**src/rtl/segway_pkg.sv**
```systemverilog
// segway_pkg: shared command defaults and FSM state types for the Segway BLE front end
package segway_pkg;
  localparam logic [7:0] CMD_GO_DEF = 8'h67;
  localparam logic [7:0] CMD_STOP_DEF = 8'h73;
  typedef enum logic [1:0] {IDLE, START, DATA, STOP} rx_state_t;
  typedef enum logic [1:0] {OFF, PWR1, PWR2} auth_state_t;
endpackage

```
**src/rtl/uart_rx.sv**
```systemverilog
// uart_rx: 8N1 receiver with 2-flop RX synchronizer
//   ports: clk, rst (async high), rx (serial in, idle high),
//          rx_data (last good byte), rx_rdy (byte pulse), frm_err (bad stop pulse)
module uart_rx
  import segway_pkg::*;
#(
  parameter int BAUD_DIV = 2604
) (
  input  logic       clk,
  input  logic       rst,
  input  logic       rx,
  output logic [7:0] rx_data,
  output logic       rx_rdy,
  output logic       frm_err
);
  localparam int CW = $clog2(BAUD_DIV + 1);
  rx_state_t st, nst;
  logic rx_m, rx_s, rx_p;
  logic [CW-1:0] cnt;
  logic [3:0] idx;
  logic [7:0] sh;
  logic fall, expire, rdy_nxt, err_nxt;
  // rx_p remembers the previous rx_s so IDLE only starts on a real falling edge
  assign fall = rx_p & ~rx_s;
  // expiry one count early makes each reload span exactly its load value in clocks
  assign expire = cnt == CW'(1);
  always_ff @(posedge clk or posedge rst)
    if (rst) st <= IDLE;
    else st <= nst;
  always_comb begin
    nst = st;
    case (st)
      IDLE: nst = fall ? START : IDLE;
      START: nst = expire ? (rx_s ? IDLE : DATA) : START;
      DATA: nst = (expire && idx == 4'd7) ? STOP : DATA;
      STOP: nst = expire ? IDLE : STOP;
    endcase
  end
  always_comb begin
    rdy_nxt = st == STOP && expire && rx_s;
    err_nxt = st == STOP && expire && !rx_s;
  end
  always_ff @(posedge clk or posedge rst)
    if (rst) begin
      {rx_m, rx_s, rx_p} <= 3'b111;
      cnt <= '0;
      idx <= '0;
      sh <= '0;
      rx_data <= '0;
      rx_rdy <= 1'b0;
      frm_err <= 1'b0;
    end else begin
      {rx_m, rx_s, rx_p} <= {rx, rx_m, rx_s};
      cnt <= st == IDLE ? CW'(BAUD_DIV / 2) : expire ? CW'(BAUD_DIV) : cnt - CW'(1);
      idx <= st == START ? 4'd0 : (st == DATA && expire) ? idx + 4'd1 : idx;
      if (st == DATA && expire) sh <= {rx_s, sh[7:1]};
      if (rdy_nxt) rx_data <= sh;
      rx_rdy <= rdy_nxt;
      frm_err <= err_nxt;
    end
endmodule

```
**src/rtl/ble_auth_rx.sv**
```systemverilog
// ble_auth_rx: BLE command receiver plus power-up authorization FSM
//   ports: clk, rst (async high), RX (serial from BLE), rider_off (load cell),
//          pwr_up (platform enable), rx_data/rx_rdy/frm_err (receiver status)
module ble_auth_rx
  import segway_pkg::*;
#(
  parameter int BAUD_DIV = 2604,
  parameter logic [7:0] CMD_GO = CMD_GO_DEF,
  parameter logic [7:0] CMD_STOP = CMD_STOP_DEF
) (
  input  logic       clk,
  input  logic       rst,
  input  logic       RX,
  input  logic       rider_off,
  output logic       pwr_up,
  output logic [7:0] rx_data,
  output logic       rx_rdy,
  output logic       frm_err
);
  auth_state_t st, nst;
  logic go, stop, pwr_nxt;
  uart_rx #(.BAUD_DIV(BAUD_DIV)) u_rx (
    .clk(clk),
    .rst(rst),
    .rx(RX),
    .rx_data(rx_data),
    .rx_rdy(rx_rdy),
    .frm_err(frm_err)
  );
  assign go = rx_rdy && rx_data == CMD_GO;
  assign stop = rx_rdy && rx_data == CMD_STOP;
  always_ff @(posedge clk or posedge rst)
    if (rst) begin
      st <= OFF;
      pwr_up <= 1'b0;
    end else begin
      st <= nst;
      pwr_up <= pwr_nxt;
    end
  // PWR2 waits for the rider to step off; a fresh go overrides that exit
  always_comb begin
    nst = st;
    case (st)
      OFF: nst = go ? PWR1 : OFF;
      PWR1: nst = stop ? (rider_off ? OFF : PWR2) : PWR1;
      PWR2: nst = go ? PWR1 : rider_off ? OFF : PWR2;
      default: nst = OFF;
    endcase
  end
  always_comb pwr_nxt = nst != OFF;
endmodule

```
**config.mk**
```make
export PLATFORM = sky130hd
export DESIGN_NAME = ble_auth_rx
export DESIGN_NICKNAME = d
export VERILOG_FILES = /design/src/rtl/segway_pkg.sv /design/src/rtl/uart_rx.sv /design/src/rtl/ble_auth_rx.sv
export SDC_FILE = /design/constraint.sdc
export NUM_CORES = 1
export LEC_CHECK = 0
export BUFFER_PORTS_ARGS = -buffer_cell sky130_fd_sc_hd__buf_2
export CORE_AREA = 2 2 50 71
export CTS_CLUSTER_DIAMETER = 100
export DETAILED_ROUTE_END_ITERATION = 10
export DIE_AREA = 0 0 52 73
export PLACE_DENSITY = 0.8
export SETUP_SLACK_MARGIN = 0.02
export SYNTH_ARGS = -nofsm -noshare
export SYNTH_HDL_FRONTEND = slang
export SYNTH_SLANG_ARGS = --single-unit
export TNS_END_PERCENT = 30
```
**constraint.sdc**
```tcl
create_clock -name clk -period 2.8 [get_ports clk]
set_input_delay 0.84 -clock clk [delete_from_list [all_inputs] [get_ports clk]]
set_output_delay 0.84 -clock clk [all_outputs]
set_load 0.01 [all_outputs]
```
# --- Yosys cells after proc, flatten, opt, wreduce, memory -nomap -nowiden ---
# Cells that the tools add are included.
op_classes:
  add_sub_neg: 2
  n_mul: 0
  div_mod_pow: 0
  order_cmp: 0
  eq_ne: 9
  shift: 0
  n_mux: 15
  n_bitwise: 2
  reduce_logical: 12
ops:
  columns: ["operator", "n"]
  rows:
  - ["12-bit two-way mux", 2]
  - ["8-bit by 7-bit == test with 1-bit output (second input constant)", 2]
  - ["12-bit by 1-bit == test with 1-bit output (second input constant)", 1]
  - ["2-bit two-way mux", 6]
  - ["12-bit by 1-bit subtractor with 12-bit output (second input constant)", 1]
  - ["4-bit two-way mux", 2]
  - ["2-bit case mux with 4 select lines", 1]
  - ["1-bit logical AND", 7]
  - ["2-bit == test (second input constant)", 3]
  - ["2-bit case mux with 3 select lines", 1]
  - ["4-bit by 1-bit adder with 4-bit output (second input constant)", 1]
  - ["2-bit by 1-bit == test with 1-bit output (second input constant)", 2]
  - ["4-bit by 3-bit == test with 1-bit output (second input constant)", 1]
  - ["2-bit zero test", 2]
  - ["2-bit nonzero test", 2]
  - ["1-bit two-way mux", 3]
  - ["1-bit bitwise AND", 1]
  - ["1-bit zero test", 1]
  - ["1-bit inverter", 1]
word_totals:
  ff_bits: 42
  latch_bits: 0
  ram_bits: 0
  rom_bits: 0
  output_inout_bits: 11
  memories: 0

# --- Depth between registers and ports, before layout ---
# Gate-level depths: netlist of the first run.
depth:
  word_depth: 5
  depth_mapped: 7

# --- Hierarchy ---
# Synthesis of the first run repeated with hierarchy kept, for this count alone.
hier_totals:
  hier_cells: 160
  area_unflattened_um2: 1893.1
modules_own_cells:
  columns: ["module", "n_inst", "cells_per_inst", "area_per_inst_um2", "seq_area_each_um2"]
  rows:
  - ["uart_rx", 1, 139, 1700.4, 979.7]
  - ["ble_auth_rx", 1, 21, 192.7, 75.1]

# --- Worst setup path before layout of the first run ---
# No wires, ideal clock.
synth_path:
  path_type: "reg-to-reg"
  from: "reg u_rx.cnt[1]"
  to: "reg u_rx.rx_data[0]"
  arrival_time_ns: 1.639
  t_required_ns: 2.675
  path_slack_ns: 1.036
  path_stages_with_launch: 8
  path_buffers: 1
  cell_sequence: "dfrtp_1 -> inv_1 -> ha_1 -> nor4b_4 -> and3_1 -> buf_6 -> nand4_4 -> mux2_2"
synth_via:
  elab_chain_len: 3
synth_rtl:
  columns: ["element", "line", "text"]
  rows:
  - ["start, declared", "uart_rx.sv:19", "logic [CW-1:0] cnt;"]
  - ["start signal, assigned", "uart_rx.sv:54", "cnt <= st == IDLE ? CW'(BAUD_DIV / 2) : expire ? CW'(BAUD_DIV) : cnt - CW'(1);"]
  - ["12-bit by 1-bit == test with 1-bit output", "uart_rx.sv:26", "assign expire = cnt == CW'(1);"]
  - ["1-bit logical AND (2 in a row)", "uart_rx.sv:40", "rdy_nxt = st == STOP && expire && rx_s;"]
  - ["end signal, assigned", "uart_rx.sv:57", "if (rdy_nxt) rx_data <= sh;"]
  - ["end, declared", "uart_rx.sv:12", "output logic [7:0] rx_data,"]
# No other way between the ends.
# A chain may end at the register's enable or synchronous reset.

# --- Worst setup path in the final report of the first run ---
layout_path:
  from: "reg u_rx.cnt[1]"
  to: "reg u_rx.idx[3]"
layout_via:
  elab_chain_len: 3
layout_rtl:
  columns: ["element", "line", "text"]
  rows:
  - ["12-bit by 1-bit == test with 1-bit output", "uart_rx.sv:26", null]
  - ["1-bit logical AND", "uart_rx.sv:55", "idx <= st == START ? 4'd0 : (st == DATA && expire) ? idx + 4'd1 : idx;"]
  - ["2-bit nonzero test (no source line)", null, null]
  - ["end signal, assigned", "uart_rx.sv:55", null]
  - ["end, declared", "uart_rx.sv:20", "logic [3:0] idx;"]
# No other way between the ends.

==> flow_metrics.tcl, run 1 <==
set metrics [dict create \
    grt_max_degree 43 \
    final_common_cell "dfrtp_1" \
    syn-num-nets 166 \
    netlist_top_cells_area "dfrtp_1, mux2_2, dfstp_2, o21ai_0, ha_1" \
    fin_area_um2 2100 \
    yosysTopAreaCell "dfrtp_1" \
    yosysTopAreaCellShare_pct 51.2 \
    start_kind "flip-flop" \
    layout.cells.non_filler 217 \
    worst-setup-path-type "reg -> reg" \
    synth_edf_count 0 \
    rsz0062_at_grt "false" \
    irDropWorstVdd_mv 0.555 \
    maxCapViolations 0 \
    cts_root_buffer "clkbuf_8" \
    cts_tree "yes" \
    p_per_area_nw_per_um2 680 \
    cp_slowest_cell "nand4_1" \
    period_share_pct 76.5 \
    critical-path-max-stage-delay_ns 0.52 \
    max_freq_mhz 467 \
    drcViolationCount 0 \
    hold_path.class "reg -> reg" \
    clk_path_buf_depth 2 \
    core_um2 3220 \
    netlist_instances 159 \
    die_y_um 73 \
    leakage_uw 0.000975 \
    htreeDepth 2 \
    slew_headroom_pct 60.6 \
    outcome "completed" \
    synthArstFlopShare_pct 100 \
    grt_pass1_wl_um 6530 \
    dp.cells 209 \
    antenna_left 0 \
    antenna_found_initial 0 \
    start_util_pct 59.2 \
    worstPathArrival_ns 2.31 \
    overflow 0 \
    clk_latency_ns 0.30 \
    rows 25 \
    layout_common_cells "dfrtp_1, mux2_2, buf_2, nand2_1, nor2_1" \
    viasPerCell 6.02 \
    synth_cell_types 46 \
    drive_above_1_share_pct 27.7 \
    placed_area_um2 2010 \
    ioPinCount 15 \
    fin_skew_ns 0.00811 \
    syn_area_um2 1910 \
    final.setup.tns_ns 0 \
    cp.required_ns 2.97 \
    cpLargestDelayFamily "simple AND/OR/NAND/NOR gates" \
    avgSynthCellArea_um2 12.0 \
    finalHoldViolCount 0 \
    worst_slew_pin_slew_ns 0.589 \
    cts_setup_buffers 0 \
    ys_ff_latch 42 \
    final_core_util_pct 65.1 \
    vias 1306 \
    ys_warn_count 0 \
    fillers 246 \
    worstPathCellList "inv_1 > ha_1 > nor4b_4 > nand4_1 > o211ai_1 > o31ai_1" \
    synth_seq_area_share_pct 55.3 \
    num_antenna_cells 0 \
    yosys_most_used_dff "dfrtp_1" \
    hpwl_um 2620 \
    min_period_ns 2.14 \
    gp_congestion 0.805 \
    drt-pass1-iter-count 4 \
    cts_resized 0 \
    grt_pass1_vias 1433 \
    fp.dieW_um 52 \
    path_clk_slew_ns 0.08 \
    wire_per_inst_um 17.4 \
    grt_usage_pct 23.5 \
    cts_num_sinks 42 \
    finalNetCount 183 \
    die_area_um2 3800 \
    area_growth_pct 10.0 \
    drv_slew 0 \
    drt_iter0_drc 36 \
    path_buf_inv 1 \
    hold_buffers 0 \
    routed_wl_um 3770 \
    setup_viol 0 \
    end_kind "flip-flop" \
    port_buffers 14 \
    crit_fanout 13 \
    cts_buffers 5 \
]
## flip-flops by register name, summed over array words and instances (netlist names)
name and cells:
u_rx.rx_data 8, u_rx.idx 4, pwr_up 1, u_rx.rx_s 1, u_rx.rx_m 1, st 2, u_rx.frm_err 1, u_rx.rx_p 1
u_rx.sh 8, u_rx.st 2, u_rx.rx_rdy 1, u_rx.cnt 12
## per-layer routing
layer | GRT usage, % | up-vias | wire [um]
met4 | 10.5 | 0 | 87
met2 | 38.0 | 30 | 1940
met3 | 8.40 | 10 | 164
met1 | 27.8 | 646 | 1580
met5 | 0 | - | 0
li1 | - | 620 | -
## layout make-up
class,instances,area (um^2),area share [%]
Clock buffer,7,86.3,4.11
Multi-Input combinational cell,105,798,38.0
Timing Repair Buffer,15,77.6,3.70
Inverter,7,26.3,1.25
Tap cell,40,50.0,2.39
Clock inverter,1,5.00,0.239
Sequential cell,42,1050,50.3
## where the power goes
part           switching [uW]  internal [uW]
combinational             121            112
clock                     203            199
sequential                121            670
## path summary, 6_finish.rpt
| kind | startpoint | endpoint | slack [ns] | cells past startpoint |
|---|---|---|---|---|
| max | u_rx.cnt[1]$_DFF_PP0_ | u_rx.idx[3]$_DFFE_PP0P_ | 0.66 | 6 |
| max reg2reg | u_rx.cnt[1]$_DFF_PP0_ | u_rx.idx[3]$_DFFE_PP0P_ | 0.66 | 6 |
| min reg2reg | u_rx.rx_m$_DFF_PP1_ | u_rx.rx_s$_DFF_PP1_ | 0.36 | 0 |
| min in group asynchronous | rst | u_rx.rx_data[3]$_DFFE_PP0P_ | 0.66 | 3 |
| min | u_rx.rx_m$_DFF_PP1_ | u_rx.rx_s$_DFF_PP1_ | 0.36 | 0 |
| max in group asynchronous | rst | u_rx.rx_s$_DFF_PP1_ | 1.77 | 3 |
## cells by family (layout without fill, tap and decap cells)
logic type / Yosys count / in the layout / share of synthesized area (%)
flops: 42 / 42 / 55.3
buf+inv: 12 / 30 / 2.82
fa+ha+maj: 3 / 3 / 1.97
simple gates: 49 / 49 / 16.8
xor+xnor: 6 / 6 / 2.76
compound gates: 30 / 30 / 10.4
mux: 17 / 17 / 9.97
## through the flow
stage / setup WS [ns] / power, uW / hold slack (ns)
6_report: 0.659 / 1430 / 0.362
5_1_grt: 0.481 / 1500 / 0.368
4_1_cts: 0.646 / 1430 / 0.364
3_5_place_dp: 0.691 / 1020 / 0.352
3_3_place_gp: 0.828 / 993 / 0.354
2_1_floorplan: 0.991 / 953 / 0.345
## synthesized netlist by cell type (3+ instances only)
library cell   n
a21oi_1        6
clkbuf_1       3
dfrtp_1       39
dfstp_2        3
ha_1           3
inv_1          7
mux2_2        16
nand2_1        9
nand3_1        3
nor2_1         9
nor2b_1        3
nor3_1         4
o21ai_0        8
o31ai_1        3
xnor2_1        3
xor2_1         3
Note: power is estimated with default switching activity, not from simulation.
==> inputs of run 2 (changes only) <==
--- a/config.mk
+++ b/config.mk
@@ -5,12 +5,13 @@
 export SDC_FILE = /design/constraint.sdc
 export NUM_CORES = 1
 export LEC_CHECK = 0
+export ABC_AREA = 1
 export BUFFER_PORTS_ARGS = -buffer_cell sky130_fd_sc_hd__buf_2
-export CORE_AREA = 2 2 50 71
+export CORE_AREA = 2 2 53 74
 export CTS_CLUSTER_DIAMETER = 100
 export DETAILED_ROUTE_END_ITERATION = 10
-export DIE_AREA = 0 0 52 73
-export PLACE_DENSITY = 0.8
+export DIE_AREA = 0 0 55 76
+export PLACE_DENSITY = 0.76
 export SETUP_SLACK_MARGIN = 0.02
 export SYNTH_ARGS = -nofsm -noshare
 export SYNTH_HDL_FRONTEND = slang
==> constraint.sdc (replaced) <==
create_clock -name clk -period 2 [get_ports clk]
set_input_delay 0.6 -clock clk [delete_from_list [all_inputs] [get_ports clk]]
set_output_delay 0.6 -clock clk [all_outputs]
set_load 0.01 [all_outputs]
==> run 2 against run 1 <==
First-iteration DRC count rose by 61%. Worst setup slack got worse by 0.16 ns. Clock power rose by 70%. Global-route usage fell by 4.6 points. Die area is 10% higher. Critical endpoint is now u_rx.sh[7]$_DFFE_PP0P_. Routed wire length is 15% lower. Largest power group unchanged. Synthesized cell count increased by 39%.
==> flow_metrics.tcl, run 2 <==
set metrics [dict create \
    drive_above_1_share_pct 23.7 \
    antenna_left 0 \
    synth.top_cells.by_count "nand2_1, dfrtp_1, inv_1" \
    vias 1392 \
    largestRegisters "u_rx.cnt x12, u_rx.rx_data x8, u_rx.sh x8" \
    grt_pass1_vias 1344 \
    maxCapViolations 0 \
    drv_slew 0 \
    num_antenna_cells 0 \
    min_period_ns 1.50 \
    netlist_top_cells_area "dfrtp_1, nand2_1, o21ai_2, inv_1, nor2_1" \
    yosysTopAreaCell "dfrtp_1" \
    die_y_um 76 \
    netlist_instances 221 \
    drt_iter0_drc 58 \
    final_common_cell "nand2_1" \
    irDropWorstVdd_mv 0.763 \
    worst-setup-path-type "reg -> reg" \
    avgSynthCellArea_um2 9.08 \
    yosysTopAreaCellShare_pct 48.7 \
    slew_headroom_pct 66.8 \
    leakage_uw 0.00111 \
    end_kind "flip-flop" \
    syn_area_um2 2010 \
    reg2reg_slack_ns 0.50 \
    regMostFlops "u_rx.cnt" \
    ys_warn_count 0 \
    cp.required_ns 2.18 \
    ys_ff_latch 42 \
    start_kind "flip-flop" \
    final_core_util_pct 62.0 \
    fin_skew_ns 0.00672 \
    antenna_found_initial 0 \
    cts_resized 0 \
    grt_max_degree 42 \
    wire_per_inst_um 11.3 \
    hpwl_um 2280 \
    grt_pass1_wl_um 5770 \
    yosysMostFrequentCell "nand2_1" \
    synth_edf_count 0 \
    core_um2 3580 \
    start_util_pct 56.0 \
    hold_buffers 0 \
    routed_wl_um 3190 \
    path_clk_slew_ns 0.08 \
    cts_root_buffer "clkbuf_8" \
    fp.dieW_um 55 \
    max_freq_mhz 665 \
    setup_ws_ns 0.496 \
    period_share_pct 75.2 \
    worst_slew_pin_slew_ns 0.498 \
    port_buffers 14 \
    drt-pass1-iter-count 4 \
    synth_seq_area_share_pct 52.6 \
    setup_viol 0 \
    pre_cts_ws_ns 0.489 \
    worstPathArrival_ns 1.69 \
    rsz0062_at_grt "false" \
    rows 26 \
    final.setup.tns_ns 0 \
    syn-num-nets 228 \
    grt_usage_pct 18.9 \
    htreeDepth 2 \
    clk_path_buf_depth 2 \
    largest_register_ffs 12 \
    synth_cell_types 29 \
    gp_congestion 0.790 \
    area_growth_pct 10.6 \
    cts_tree "yes" \
    yosys_most_used_dff "dfrtp_1" \
    hold_path.class "in -> async" \
    die_area_um2 4180 \
    clk_latency_ns 0.30 \
    layout_common_cells "nand2_1, dfrtp_1, inv_1, nor2_1, nand3_1" \
    ioPinCount 15 \
    finalHoldViolCount 0 \
    cts_buffers 5 \
    drcViolationCount 0 \
    finalNetCount 247 \
    overflow 0 \
    cts_setup_buffers 0 \
    synthArstFlopShare_pct 100 \
    crit_fanout 24 \
    cts_num_sinks 42 \
    outcome "completed" \
    p_per_area_nw_per_um2 929 \
    viasPerCell 4.92 \
]
## run 2: cell types whose count changed after synthesis, sizes merged, moves of 3 or more
cell	before	now
nor2	9	31
inv	7	33
o31ai	3	0
o21ai	8	21
nand2	9	50
clkbuf	4	0
nand3	3	17
nor2b	3	0
nor3	4	1
mux2	16	0
nor4	3	0
## run 2: kinds of logic after synthesis
kind of cell	count (synthesis)	synth area share, %
AND/OR/NAND/NOR	107	25.5
flip-flops	42	52.6
buffers and inverters	37	8.11
AO/OA/AOI/OAI	27	9.79
XOR/XNOR	5	2.18
adder cells (fa/ha/maj)	3	1.87
## run 2: power breakdown
part / internal (uW) / switching, uW
clock: 407 / 276
combinational: 131 / 231
sequential: 935 / 81.7
## run 2: cell type report
class	count	area (um^2)
Multi-Input combinational cell	142	788
Timing Repair Buffer	15	77.6
Tap cell	42	52.6
Fill cell	306	1360
Inverter	34	129
Sequential cell	42	1050
Clock buffer	7	86.3
Clock inverter	1	30.0
## run 2: worst max-delay path, cell delays in order (launching register included)
cell     delay (ns)
dfrtp_1        0.38
inv_1          0.08
ha_1           0.13
nand2_1        0.08
nor2_4         0.20
nand3_4        0.28
nor2_1         0.20
a21oi_2        0.04
## run 2: stage by stage
step | hold WS (ns) | area (um^2) | power (uW) | cells
6_report | 0.135 | 2220 | 2060 | 283
5_1_grt | 0.133 | 2220 | 2180 | 283
3_5_place_dp | 0.348 | 2100 | 1390 | 275
4_1_cts | 0.133 | 2220 | 2080 | 283
2_1_floorplan | 0.345 | 2010 | 1310 | 221
3_3_place_gp | 0.346 | 2100 | 1380 | 275
## run 2: path summary, 6_finish.rpt
kind,from,endpoint,depth (start not counted)
worst min register to register,u_rx.rx_m$_DFF_PP1_,u_rx.rx_s$_DFF_PP1_,0
worst max register to register,u_rx.cnt[1]$_DFF_PP0_,u_rx.sh[7]$_DFFE_PP0P_,7
max in group asynchronous,rst,u_rx.rx_s$_DFF_PP1_,3
worst max-delay path,u_rx.cnt[1]$_DFF_PP0_,u_rx.sh[7]$_DFFE_PP0P_,7
worst min-delay path,rst,pwr_up$_DFF_PP0_,2
min in group clk,u_rx.rx_m$_DFF_PP1_,u_rx.rx_s$_DFF_PP1_,0
## run 2: routing by layer
layer | vias up | GRT usage (%) | wire length, um
met2 | 21 | 28.2 | 1540
li1 | 730 | - | -
met4 | 0 | 10.0 | 99
met5 | - | 0 | 0
met3 | 10 | 6.08 | 108
met1 | 631 | 23.8 | 1440
